### src/rtl/cpu_ctl_pkg.sv
// Shared definitions for the hardwired control sequencer: opcodes, T-state codes,
// instruction classes and the dp_ctl strobe index map.
package cpu_ctl_pkg;

  localparam logic [4:0] OP_LD   = 5'b00000;
  localparam logic [4:0] OP_LDI  = 5'b00001;
  localparam logic [4:0] OP_ST   = 5'b00010;
  localparam logic [4:0] OP_ADD  = 5'b00011;
  localparam logic [4:0] OP_SUB  = 5'b00100;
  localparam logic [4:0] OP_AND  = 5'b00101;
  localparam logic [4:0] OP_OR   = 5'b00110;
  localparam logic [4:0] OP_ROR  = 5'b00111;
  localparam logic [4:0] OP_ROL  = 5'b01000;
  localparam logic [4:0] OP_SHR  = 5'b01001;
  localparam logic [4:0] OP_SHRA = 5'b01010;
  localparam logic [4:0] OP_SHL  = 5'b01011;
  localparam logic [4:0] OP_ADDI = 5'b01100;
  localparam logic [4:0] OP_ANDI = 5'b01101;
  localparam logic [4:0] OP_ORI  = 5'b01110;
  localparam logic [4:0] OP_DIV  = 5'b01111;
  localparam logic [4:0] OP_MUL  = 5'b10000;
  localparam logic [4:0] OP_NEG  = 5'b10001;
  localparam logic [4:0] OP_NOT  = 5'b10010;
  localparam logic [4:0] OP_BR   = 5'b10011;
  localparam logic [4:0] OP_JR   = 5'b10100;
  localparam logic [4:0] OP_JAL  = 5'b10101;
  localparam logic [4:0] OP_IN   = 5'b10110;
  localparam logic [4:0] OP_OUT  = 5'b10111;
  localparam logic [4:0] OP_MFHI = 5'b11000;
  localparam logic [4:0] OP_MFLO = 5'b11001;
  localparam logic [4:0] OP_NOP  = 5'b11010;
  localparam logic [4:0] OP_HALT = 5'b11011;

  localparam logic [4:0] ALU_ADD = OP_ADD;

  // T0..T7 encode their step number so state[2:0] is the step and state[3] marks idle states.
  typedef enum logic [3:0] {
    T0      = 4'd0,
    T1      = 4'd1,
    T2      = 4'd2,
    T3      = 4'd3,
    T4      = 4'd4,
    T5      = 4'd5,
    T6      = 4'd6,
    T7      = 4'd7,
    S_RST   = 4'd8,
    S_PAUSE = 4'd9,
    S_HALT  = 4'd10
  } state_e;

  typedef enum logic [3:0] {
    C_ALU_R, C_ALU_I, C_UNARY, C_MULDIV, C_LD, C_LDI, C_ST, C_BR,
    C_JR, C_JAL, C_IN, C_OUT, C_MFHI, C_MFLO, C_NOP, C_HALT
  } ins_class_e;

  localparam int unsigned DP_PC_OUT     = 0;
  localparam int unsigned DP_PC_IN      = 1;
  localparam int unsigned DP_INC_PC     = 2;
  localparam int unsigned DP_MAR_IN     = 3;
  localparam int unsigned DP_MDR_IN     = 4;
  localparam int unsigned DP_MDR_OUT    = 5;
  localparam int unsigned DP_MEM_READ   = 6;
  localparam int unsigned DP_MEM_WRITE  = 7;
  localparam int unsigned DP_IR_IN      = 8;
  localparam int unsigned DP_Y_IN       = 9;
  localparam int unsigned DP_Z_IN       = 10;
  localparam int unsigned DP_Z_LO_OUT   = 11;
  localparam int unsigned DP_Z_HI_OUT   = 12;
  localparam int unsigned DP_HI_IN      = 13;
  localparam int unsigned DP_LO_IN      = 14;
  localparam int unsigned DP_HI_OUT     = 15;
  localparam int unsigned DP_LO_OUT     = 16;
  localparam int unsigned DP_C_OUT      = 17;
  localparam int unsigned DP_CON_IN     = 18;
  localparam int unsigned DP_INPORT_OUT = 19;
  localparam int unsigned DP_OUTPORT_IN = 20;
  localparam int unsigned DP_SPARE      = 21;
  localparam int unsigned DP_WIDTH      = 22;

endpackage

### src/rtl/ctl_class_decode.sv
// Combinational opcode decode into an instruction class and the T-step on which that
// instruction finishes.
module ctl_class_decode
  import cpu_ctl_pkg::*;
(
  input  logic [4:0]  opcode,
  output ins_class_e  ins_class,
  output logic [2:0]  last_step
);

  always_comb begin
    ins_class = C_NOP;
    last_step = 3'd2;
    case (opcode)
      OP_ADD, OP_SUB, OP_AND, OP_OR, OP_ROR, OP_ROL, OP_SHR, OP_SHRA, OP_SHL: begin
        ins_class = C_ALU_R;
        last_step = 3'd5;
      end
      OP_ADDI, OP_ANDI, OP_ORI: begin
        ins_class = C_ALU_I;
        last_step = 3'd5;
      end
      OP_NEG, OP_NOT: begin
        ins_class = C_UNARY;
        last_step = 3'd4;
      end
      OP_MUL, OP_DIV: begin
        ins_class = C_MULDIV;
        last_step = 3'd6;
      end
      OP_LD:   begin ins_class = C_LD;   last_step = 3'd7; end
      OP_LDI:  begin ins_class = C_LDI;  last_step = 3'd5; end
      OP_ST:   begin ins_class = C_ST;   last_step = 3'd7; end
      OP_BR:   begin ins_class = C_BR;   last_step = 3'd6; end
      OP_JR:   begin ins_class = C_JR;   last_step = 3'd3; end
      OP_JAL:  begin ins_class = C_JAL;  last_step = 3'd4; end
      OP_IN:   begin ins_class = C_IN;   last_step = 3'd3; end
      OP_OUT:  begin ins_class = C_OUT;  last_step = 3'd3; end
      OP_MFHI: begin ins_class = C_MFHI; last_step = 3'd3; end
      OP_MFLO: begin ins_class = C_MFLO; last_step = 3'd3; end
      OP_HALT: begin ins_class = C_HALT; last_step = 3'd3; end
      default: begin ins_class = C_NOP;  last_step = 3'd2; end
    endcase
  end

endmodule

### src/rtl/control_sequencer.sv
// Hardwired T-state control unit: fetch in T0-T2, class-specific execute in T3-T7,
// Moore outputs decoded from the state register, ir and con_ff.
module control_sequencer
  import cpu_ctl_pkg::*;
(
  input  logic                clock,
  input  logic                reset_n,
  input  logic                stop,
  input  logic [31:0]         ir,
  input  logic                con_ff,
  output logic [5:0]          reg_sel,
  output logic [DP_WIDTH-1:0] dp_ctl,
  output logic [4:0]          alu_op,
  output logic                run
);

  state_e     state_q, state_d;
  ins_class_e ins_class;
  logic [2:0] last_step;
  logic       gra, grb, grc, r_in, r_out, ba_out;
  logic [DP_WIDTH-1:0] dp;

  // Register fields are consumed by the select/encode stage, not here.
  logic unused_ir;
  assign unused_ir = ^ir[26:0];

  ctl_class_decode u_decode (
    .opcode    (ir[31:27]),
    .ins_class (ins_class),
    .last_step (last_step)
  );

  always_ff @(posedge clock) begin
    if (!reset_n) state_q <= S_RST;
    else          state_q <= state_d;
  end

  always_comb begin
    state_d = state_q;
    case (state_q)
      S_RST:   state_d = T0;
      S_PAUSE: state_d = stop ? S_PAUSE : T0;
      S_HALT:  state_d = S_HALT;
      default: begin
        if (state_q == T3 && ins_class == C_HALT) begin
          state_d = S_HALT;
        end else if (state_q[2:0] == last_step) begin
          state_d = stop ? S_PAUSE : T0;
        end else begin
          state_d = state_e'(state_q + 4'd1);
        end
      end
    endcase
  end

  always_comb begin
    gra = 1'b0; grb = 1'b0; grc = 1'b0; r_in = 1'b0; r_out = 1'b0; ba_out = 1'b0;
    dp     = '0;
    alu_op = 5'd0;
    case (state_q)
      T0: begin
        dp[DP_PC_OUT] = 1'b1; dp[DP_MAR_IN] = 1'b1; dp[DP_INC_PC] = 1'b1; dp[DP_Z_IN] = 1'b1;
      end
      T1: begin
        dp[DP_Z_LO_OUT] = 1'b1; dp[DP_PC_IN] = 1'b1; dp[DP_MEM_READ] = 1'b1;
        dp[DP_MDR_IN] = 1'b1;
      end
      T2: begin
        dp[DP_MDR_OUT] = 1'b1; dp[DP_IR_IN] = 1'b1;
      end
      T3, T4, T5, T6, T7: begin
        case (ins_class)
          C_ALU_R: case (state_q)
            T3: begin grb = 1'b1; r_out = 1'b1; dp[DP_Y_IN] = 1'b1; end
            T4: begin grc = 1'b1; r_out = 1'b1; dp[DP_Z_IN] = 1'b1; alu_op = ir[31:27]; end
            T5: begin dp[DP_Z_LO_OUT] = 1'b1; gra = 1'b1; r_in = 1'b1; end
            default: ;
          endcase
          C_ALU_I: case (state_q)
            T3: begin grb = 1'b1; r_out = 1'b1; dp[DP_Y_IN] = 1'b1; end
            T4: begin dp[DP_C_OUT] = 1'b1; dp[DP_Z_IN] = 1'b1; alu_op = ir[31:27]; end
            T5: begin dp[DP_Z_LO_OUT] = 1'b1; gra = 1'b1; r_in = 1'b1; end
            default: ;
          endcase
          C_UNARY: case (state_q)
            T3: begin grb = 1'b1; r_out = 1'b1; dp[DP_Z_IN] = 1'b1; alu_op = ir[31:27]; end
            T4: begin dp[DP_Z_LO_OUT] = 1'b1; gra = 1'b1; r_in = 1'b1; end
            default: ;
          endcase
          C_MULDIV: case (state_q)
            T3: begin gra = 1'b1; r_out = 1'b1; dp[DP_Y_IN] = 1'b1; end
            T4: begin grb = 1'b1; r_out = 1'b1; dp[DP_Z_IN] = 1'b1; alu_op = ir[31:27]; end
            T5: begin dp[DP_Z_LO_OUT] = 1'b1; dp[DP_LO_IN] = 1'b1; end
            T6: begin dp[DP_Z_HI_OUT] = 1'b1; dp[DP_HI_IN] = 1'b1; end
            default: ;
          endcase
          // ld, ldi and st share the base+offset address computation through T5.
          C_LD, C_LDI, C_ST: case (state_q)
            T3: begin grb = 1'b1; ba_out = 1'b1; dp[DP_Y_IN] = 1'b1; end
            T4: begin dp[DP_C_OUT] = 1'b1; dp[DP_Z_IN] = 1'b1; alu_op = ALU_ADD; end
            T5: begin
              dp[DP_Z_LO_OUT] = 1'b1;
              if (ins_class == C_LDI) begin gra = 1'b1; r_in = 1'b1; end
              else                    dp[DP_MAR_IN] = 1'b1;
            end
            T6: begin
              dp[DP_MDR_IN] = 1'b1;
              if (ins_class == C_LD) dp[DP_MEM_READ] = 1'b1;
              else begin gra = 1'b1; r_out = 1'b1; end
            end
            T7: begin
              if (ins_class == C_LD) begin
                dp[DP_MDR_OUT] = 1'b1; gra = 1'b1; r_in = 1'b1;
              end else begin
                dp[DP_MEM_WRITE] = 1'b1;
              end
            end
            default: ;
          endcase
          C_BR: case (state_q)
            T3: begin gra = 1'b1; r_out = 1'b1; dp[DP_CON_IN] = 1'b1; end
            T4: begin dp[DP_PC_OUT] = 1'b1; dp[DP_Y_IN] = 1'b1; end
            T5: begin dp[DP_C_OUT] = 1'b1; dp[DP_Z_IN] = 1'b1; alu_op = ALU_ADD; end
            T6: begin dp[DP_Z_LO_OUT] = 1'b1; dp[DP_PC_IN] = con_ff; end
            default: ;
          endcase
          C_JR: if (state_q == T3) begin gra = 1'b1; r_out = 1'b1; dp[DP_PC_IN] = 1'b1; end
          C_JAL: case (state_q)
            T3: begin grb = 1'b1; r_in = 1'b1; dp[DP_PC_OUT] = 1'b1; end
            T4: begin gra = 1'b1; r_out = 1'b1; dp[DP_PC_IN] = 1'b1; end
            default: ;
          endcase
          C_IN:   if (state_q == T3) begin gra = 1'b1; r_in = 1'b1; dp[DP_INPORT_OUT] = 1'b1; end
          C_OUT:  if (state_q == T3) begin gra = 1'b1; r_out = 1'b1; dp[DP_OUTPORT_IN] = 1'b1; end
          C_MFHI: if (state_q == T3) begin gra = 1'b1; r_in = 1'b1; dp[DP_HI_OUT] = 1'b1; end
          C_MFLO: if (state_q == T3) begin gra = 1'b1; r_in = 1'b1; dp[DP_LO_OUT] = 1'b1; end
          default: ;
        endcase
      end
      default: ;
    endcase
  end

  assign reg_sel = {gra, grb, grc, r_in, r_out, ba_out};
  assign dp_ctl  = dp;
  assign run     = ~state_q[3];

endmodule

### config.mk
export PLATFORM = sky130hd
export DESIGN_NAME = control_sequencer
export DESIGN_NICKNAME = d
export VERILOG_FILES = /design/src/rtl/cpu_ctl_pkg.sv /design/src/rtl/ctl_class_decode.sv /design/src/rtl/control_sequencer.sv
export SDC_FILE = /design/constraint.sdc
export NUM_CORES = 1
export LEC_CHECK = 0
export BUFFER_PORTS_ARGS = -buffer_cell sky130_fd_sc_hd__buf_4
export CAP_MARGIN = 20
export CORE_MARGIN = 2
export CORE_UTILIZATION = 46
export DETAILED_ROUTE_END_ITERATION = 10
export PLACE_DENSITY = 0.82
export SYNTH_ARGS = -nofsm -noshare
export SYNTH_HDL_FRONTEND = slang
export SYNTH_SLANG_ARGS = --single-unit
### constraint.sdc
create_clock -name clock -period 2.8 [get_ports clock]
set_input_delay 0.56 -clock clock [delete_from_list [all_inputs] [get_ports clock]]
set_output_delay 0.56 -clock clock [all_outputs]
set_load 0.02 [all_outputs]
# Word-level counts from Yosys, hierarchy flattened
# Memory sizes are Yosys's and may differ from the RTL's.
# Index checks and enable logic that the tools add are counted.
[totals]
in_bits = 36
reg_bits = 4
romBits = 224
n_memories = 1
[memory_table]
columns = ["memory", "depth", "word_bits", "read_ports", "rd_ports_with_merged_regs", "wr", "line_no", "text"]
rows = [
  ["(name not given)", 32, 7, 1, 0, 0, "ctl_class_decode.sv:14", "case (opcode)"],
]
[op_classes]
n_mux = 65
add_sub_neg = 1
n_bitwise = 1
n_reduce_logical = 16
n_eq_ne = 25
[op_table]
columns = ["operator", "count"]
rows = [
  ["== test 4 bit, second input constant", 10],
  ["== test 4 x 3 -> 1 bit, second input constant", 8],
  ["two-way mux 1 bit", 32],
  ["one-hot mux 1 bit (2 select lines)", 13],
  ["two-way mux 5 bit", 4],
  ["one-hot mux 5 bit (4 select lines)", 1],
  ["== test 4 x 2 -> 1 bit, second input constant", 4],
  ["OR reduction 7 bit", 2],
  ["two-way mux 4 bit", 3],
  ["one-hot mux 1 bit (4 select lines)", 3],
  ["one-hot mux 4 bit (3 select lines)", 1],
  ["OR reduction 5 bit", 2],
  ["two-way mux 9 bit", 1],
  ["== test 4 x 1 -> 1 bit, second input constant", 2],
  ["zero test 4 bit", 2],
  ["OR reduction 2 bit", 4],
  ["OR reduction 4 bit", 2],
  ["two-way mux 2 bit", 3],
  ["one-hot mux 1 bit (3 select lines)", 2],
  ["one-hot mux 2 bit (3 select lines)", 1],
  ["OR reduction 3 bit", 2],
  ["OR reduction 6 bit", 1],
  ["adder 4 x 1 -> 4 bit, second input constant", 1],
  ["== test 3 bit", 1],
  ["other kinds (3)", 3],
]

# Longest topological paths before layout
# An unclocked memory read counts as a cell.
[logic_depth]
word_depth = 6
ltp_mapped = 10
ltp_nobuf = 8

# Modules after synthesis
# From an unflattened synthesis, not the netlist that was laid out.
[hier_totals]
hier_cells = 198
hier_area_um2 = 1365.1
[by_module_without_submodules]
columns = ["mod", "cells_per_inst", "area_each_um2", "seq_area_each_um2", "n_inst"]
rows = [
  ["control_sequencer", 156, 1056.0, 80.1, 1],
  ["ctl_class_decode", 42, 309.0, 0.0, 1],
]

# Least setup slack after synthesis
# OpenSTA, ideal clock, no wires.
[synth_timing]
path_kind = "input to output"
start = "in ir[27]"
end = "out dp_ctl[11]"
arrival_time_ns = 2.358
path_stages = 8
n_path_buf = 2
path_slack_ns = -0.118
path_cell_list = "inv_1 ha_1 o221ai_2 and2_2 buf_2 buf_2 mux2_2 o211ai_1"
[synth_between]
elab_chain_cells = 5
elab_cells_between_ends = 12
cone_classes = "eq/ne: 7; mux: 2; reduce/logical: 2; memory: 1"
[synth_lines]
columns = ["item", "line_no", "text"]
rows = [
  ["start, declared", "control_sequencer.sv:9", "input logic [31:0] ir,"],
  ["memory (32 x 7 bit) (*)", "--", ""],
  ["== test 4 x 3 -> 1 bit, or another cell as far along", "control_sequencer.sv:72", "case (ins_class)"],
  ["OR reduction 6 bit (no source line)", "--", ""],
  ["one-hot mux 2 bit (3 select lines) (*)", "control_sequencer.sv:72", ""],
  ["one-hot mux 1 bit (2 select lines) (*)", "control_sequencer.sv:60", "case (state_q)"],
  ["end, declared", "control_sequencer.sv:12", "output logic [DP_WIDTH-1:0] dp_ctl,"],
]
# Every way passes the cells marked *; elsewhere a longest branch is shown, timed or not.

# Final worst setup path
[layout_timing]
start = "in ir[27]"
end = "out dp_ctl[10]"
# The elaborated chain is that of the path after synthesis.

==> results.yml <==
run_status:
  status: "finished, violations left"
  failed_checks: "setup timing"
floorplan:
  start_util_pct: 47.8
  die-area_um2: 3260
  fp.dieH_um: 57.1
  num_io_pins: 70
  die_w_um: 57.1
  num_rows: 19
  core-area_um2: 2710
synth:
  ys_ff_latch: 4
  ys.warnings.count: 0
  synth.yosys.seq_area_share_pct: 6.18
  synth_area_um2: 1290
  synth_largest_area_cell: "ha_1"
  synthArstFlopShare_pct: 0
  synth_edf_count: 0
  synth.avg_cell_area_um2: 6.61
  ys_top_cells_by_area: "ha_1 (11%), dfxtp_1 (6.2%), buf_4 (5.2%)"
  syn-num-nets: 243
  synthCells: 196
  ys.flop_type: "dfxtp_1"
  synth_top_area_share_pct: 10.6
  synthDistinctLibCells: 49
clock_network:
  tritoncts: "built"
  cts_buffer_depth: 2
  cts_buffers: 3
  holdBufCountCts: 0
  path_clk_slew_ns: 0.03
  clkSinkCount: 4
  cts_root_buf: "clkbuf_4"
  htree_levels: 1
  clock_latency_ns: 0.23
drt:
  wl_mm: 5.19
  first_pass_iters: 4
  ant_nets: 0
  avgRoutedWirePerCell_um: 17.6
  vias: 1849
  vias_per_cell: 6.27
  drt_iter0_markers: 131
  drc: 0
setup_path:
  rr_worst_depth: 7
  cp.required_ns: 2.24
  worstPathMaxFanout: 4
  rr_endpoint: "state_q[0]$_SDFF_PN0_"
  rrSetupSlack_ns: 0.66
  cp-start-kind: "input port"
  cp-end-kind: "primary output"
  r2r_start: "state_q[0]$_SDFF_PN0_"
  path_class: "in2out"
  arrival_ns: 2.31
min_path:
  min_to: "state_q[1]$_SDFF_PN0_"
  min_path_cells: 3
  holdCritStartpoint: "reset_n"
  hold_class: "in2reg"
layout:
  n_antenna_cell: 0
  fillerInstances: 190
  final_cell_mix: "buf_4 (77), nand2_1 (17), nor2_1 (15)"
  fin_util_pct: 77.3
  drive_above_1_share_pct: 45.1
  finalInstanceArea_um2: 2090
  largest_reg_flops: 4
  reg_top3: "state_q x4"
  layout_commonest_cell: "buf_4"
  nets: 313
  syn_to_final_growth_pct: 61.7
  layout.cells.non_filler: 295
  largest-register: "state_q"
placement:
  hpwl_mm: 3.30
  place_inst: 286
  place_area_um2: 1800
  preCtsSetupSlack_ns: -0.253
  place_congestion: 0.906
  portBuffers: 41
global_route:
  grt_usage_pct: 26.3
  grt_pass1_vias: 1593
  grt_pass1_wl_mm: 6.97
  grt_max_degree: 15
  antenna_found_initial: 0
  grt-ovfl-total: 0
sta:
  rsz0062_at_grt: "yes"
  fin_skew_ns: 0.00588
  fmax_ghz: 0.349
  hold_ws_ns: 0.632
  finalWorstSetupSlack_ns: -0.0655
  drv_slew: 0
  hold_violations: 0
  setup-tns-final_ns: -0.183
  period_minus_slack_ns: 2.87
  report.final.setup_viol: 8
  period_share_pct: 102
job:
  cap_violations: 0
power:
  peakVddDrop_mv: 0.412
  power.density_nw_per_um2: 420
  p_total_uw: 880
  p_leak_nw: 0.952
## kinds of logic (layout without fill, tap and decap cells)
group | after synthesis | after routing | share of synthesized area (%)
AND/OR/NAND/NOR | 79 | 80 | 29.6
XOR/XNOR | 7 | 7 | 4.73
flip-flops | 4 | 4 | 6.18
multiplexers | 6 | 6 | 4.73
AO/OA/AOI/OAI | 57 | 57 | 30.7
adder cells (fa/ha/maj) | 11 | 11 | 10.6
other | 1 | 1 | 0.290
buffers and inverters | 31 | 98 | 13.1
## power by group
group          switching, mW  total [mW]  internal [mW]
Sequential            0.0278       0.105         0.0772
Clock                 0.0223      0.0701         0.0478
Combinational          0.403       0.705          0.302
Total                  0.454       0.880          0.427
## critical path, stage by stage
cell      delay [ns]
buf_12          0.11
ha_4            0.15
o211ai_1        0.32
o211a_4         0.25
a21oi_4         0.05
mux2i_4         0.21
and2_4          0.17
or3_4           0.33
buf_6           0.14
## metal layers
| metal | global-route usage, % | vias to the layer above | wire length, um |
|---|---|---|---|
| li1 | - | 832 | - |
| met1 | 31.7 | 869 | 1950 |
| met2 | 48.3 | 116 | 2630 |
| met3 | 4.31 | 32 | 409 |
| met4 | 6.64 | 0 | 202 |
| met5 | 0 | - | 0 |
## what timing repair did
item                                    in CTS  in global routing
pin swaps                                   13                 11
cloned                                       1                  0
endpoints found under the setup margin      11                 14
buffers inserted                             1                  5
resized for setup                           24                 24
## how the worst max path moves through the flow
stage / from / to / slack, ns / cells past startpoint
6_report: ir[27] / dp_ctl[10] / -0.07 / 9
3_3_place_gp: ir[27] / reg_sel[5] / -0.15 / 9
4_1_cts: ir[28] / alu_op[0] / 0.0006 / 10
3_5_place_dp: ir[27] / reg_sel[5] / -0.25 / 9
2_1_floorplan: ir[27] / dp_ctl[11] / -0.07 / 8
5_1_grt: ir[27] / dp_ctl[9] / -0.15 / 10
## cell usage after synthesis, drive strengths merged, types with 3 or more instances
cell type,n
nand3,11
nor2,18
mux2i,5
inv,10
o211ai,5
o21ai,13
buf,15
nand2b,5
and3,4
and2,6
a21oi,12
ha,11
o31ai,3
xnor2,6
a211oi,3
dfxtp,4
clkbuf,6
nor3,10
nand2,17
## cell type report
type	count	area, um^2	share of cell area [%]
multi-input combinational	162	1220	58.4
timing repair buffer	85	684	32.7
sequential	4	80.1	3.82
inverter	10	45.0	2.15
tap	31	38.8	1.85
clock buffer	3	22.5	1.08
No activity file was read; power rests on OpenSTA's default activity.
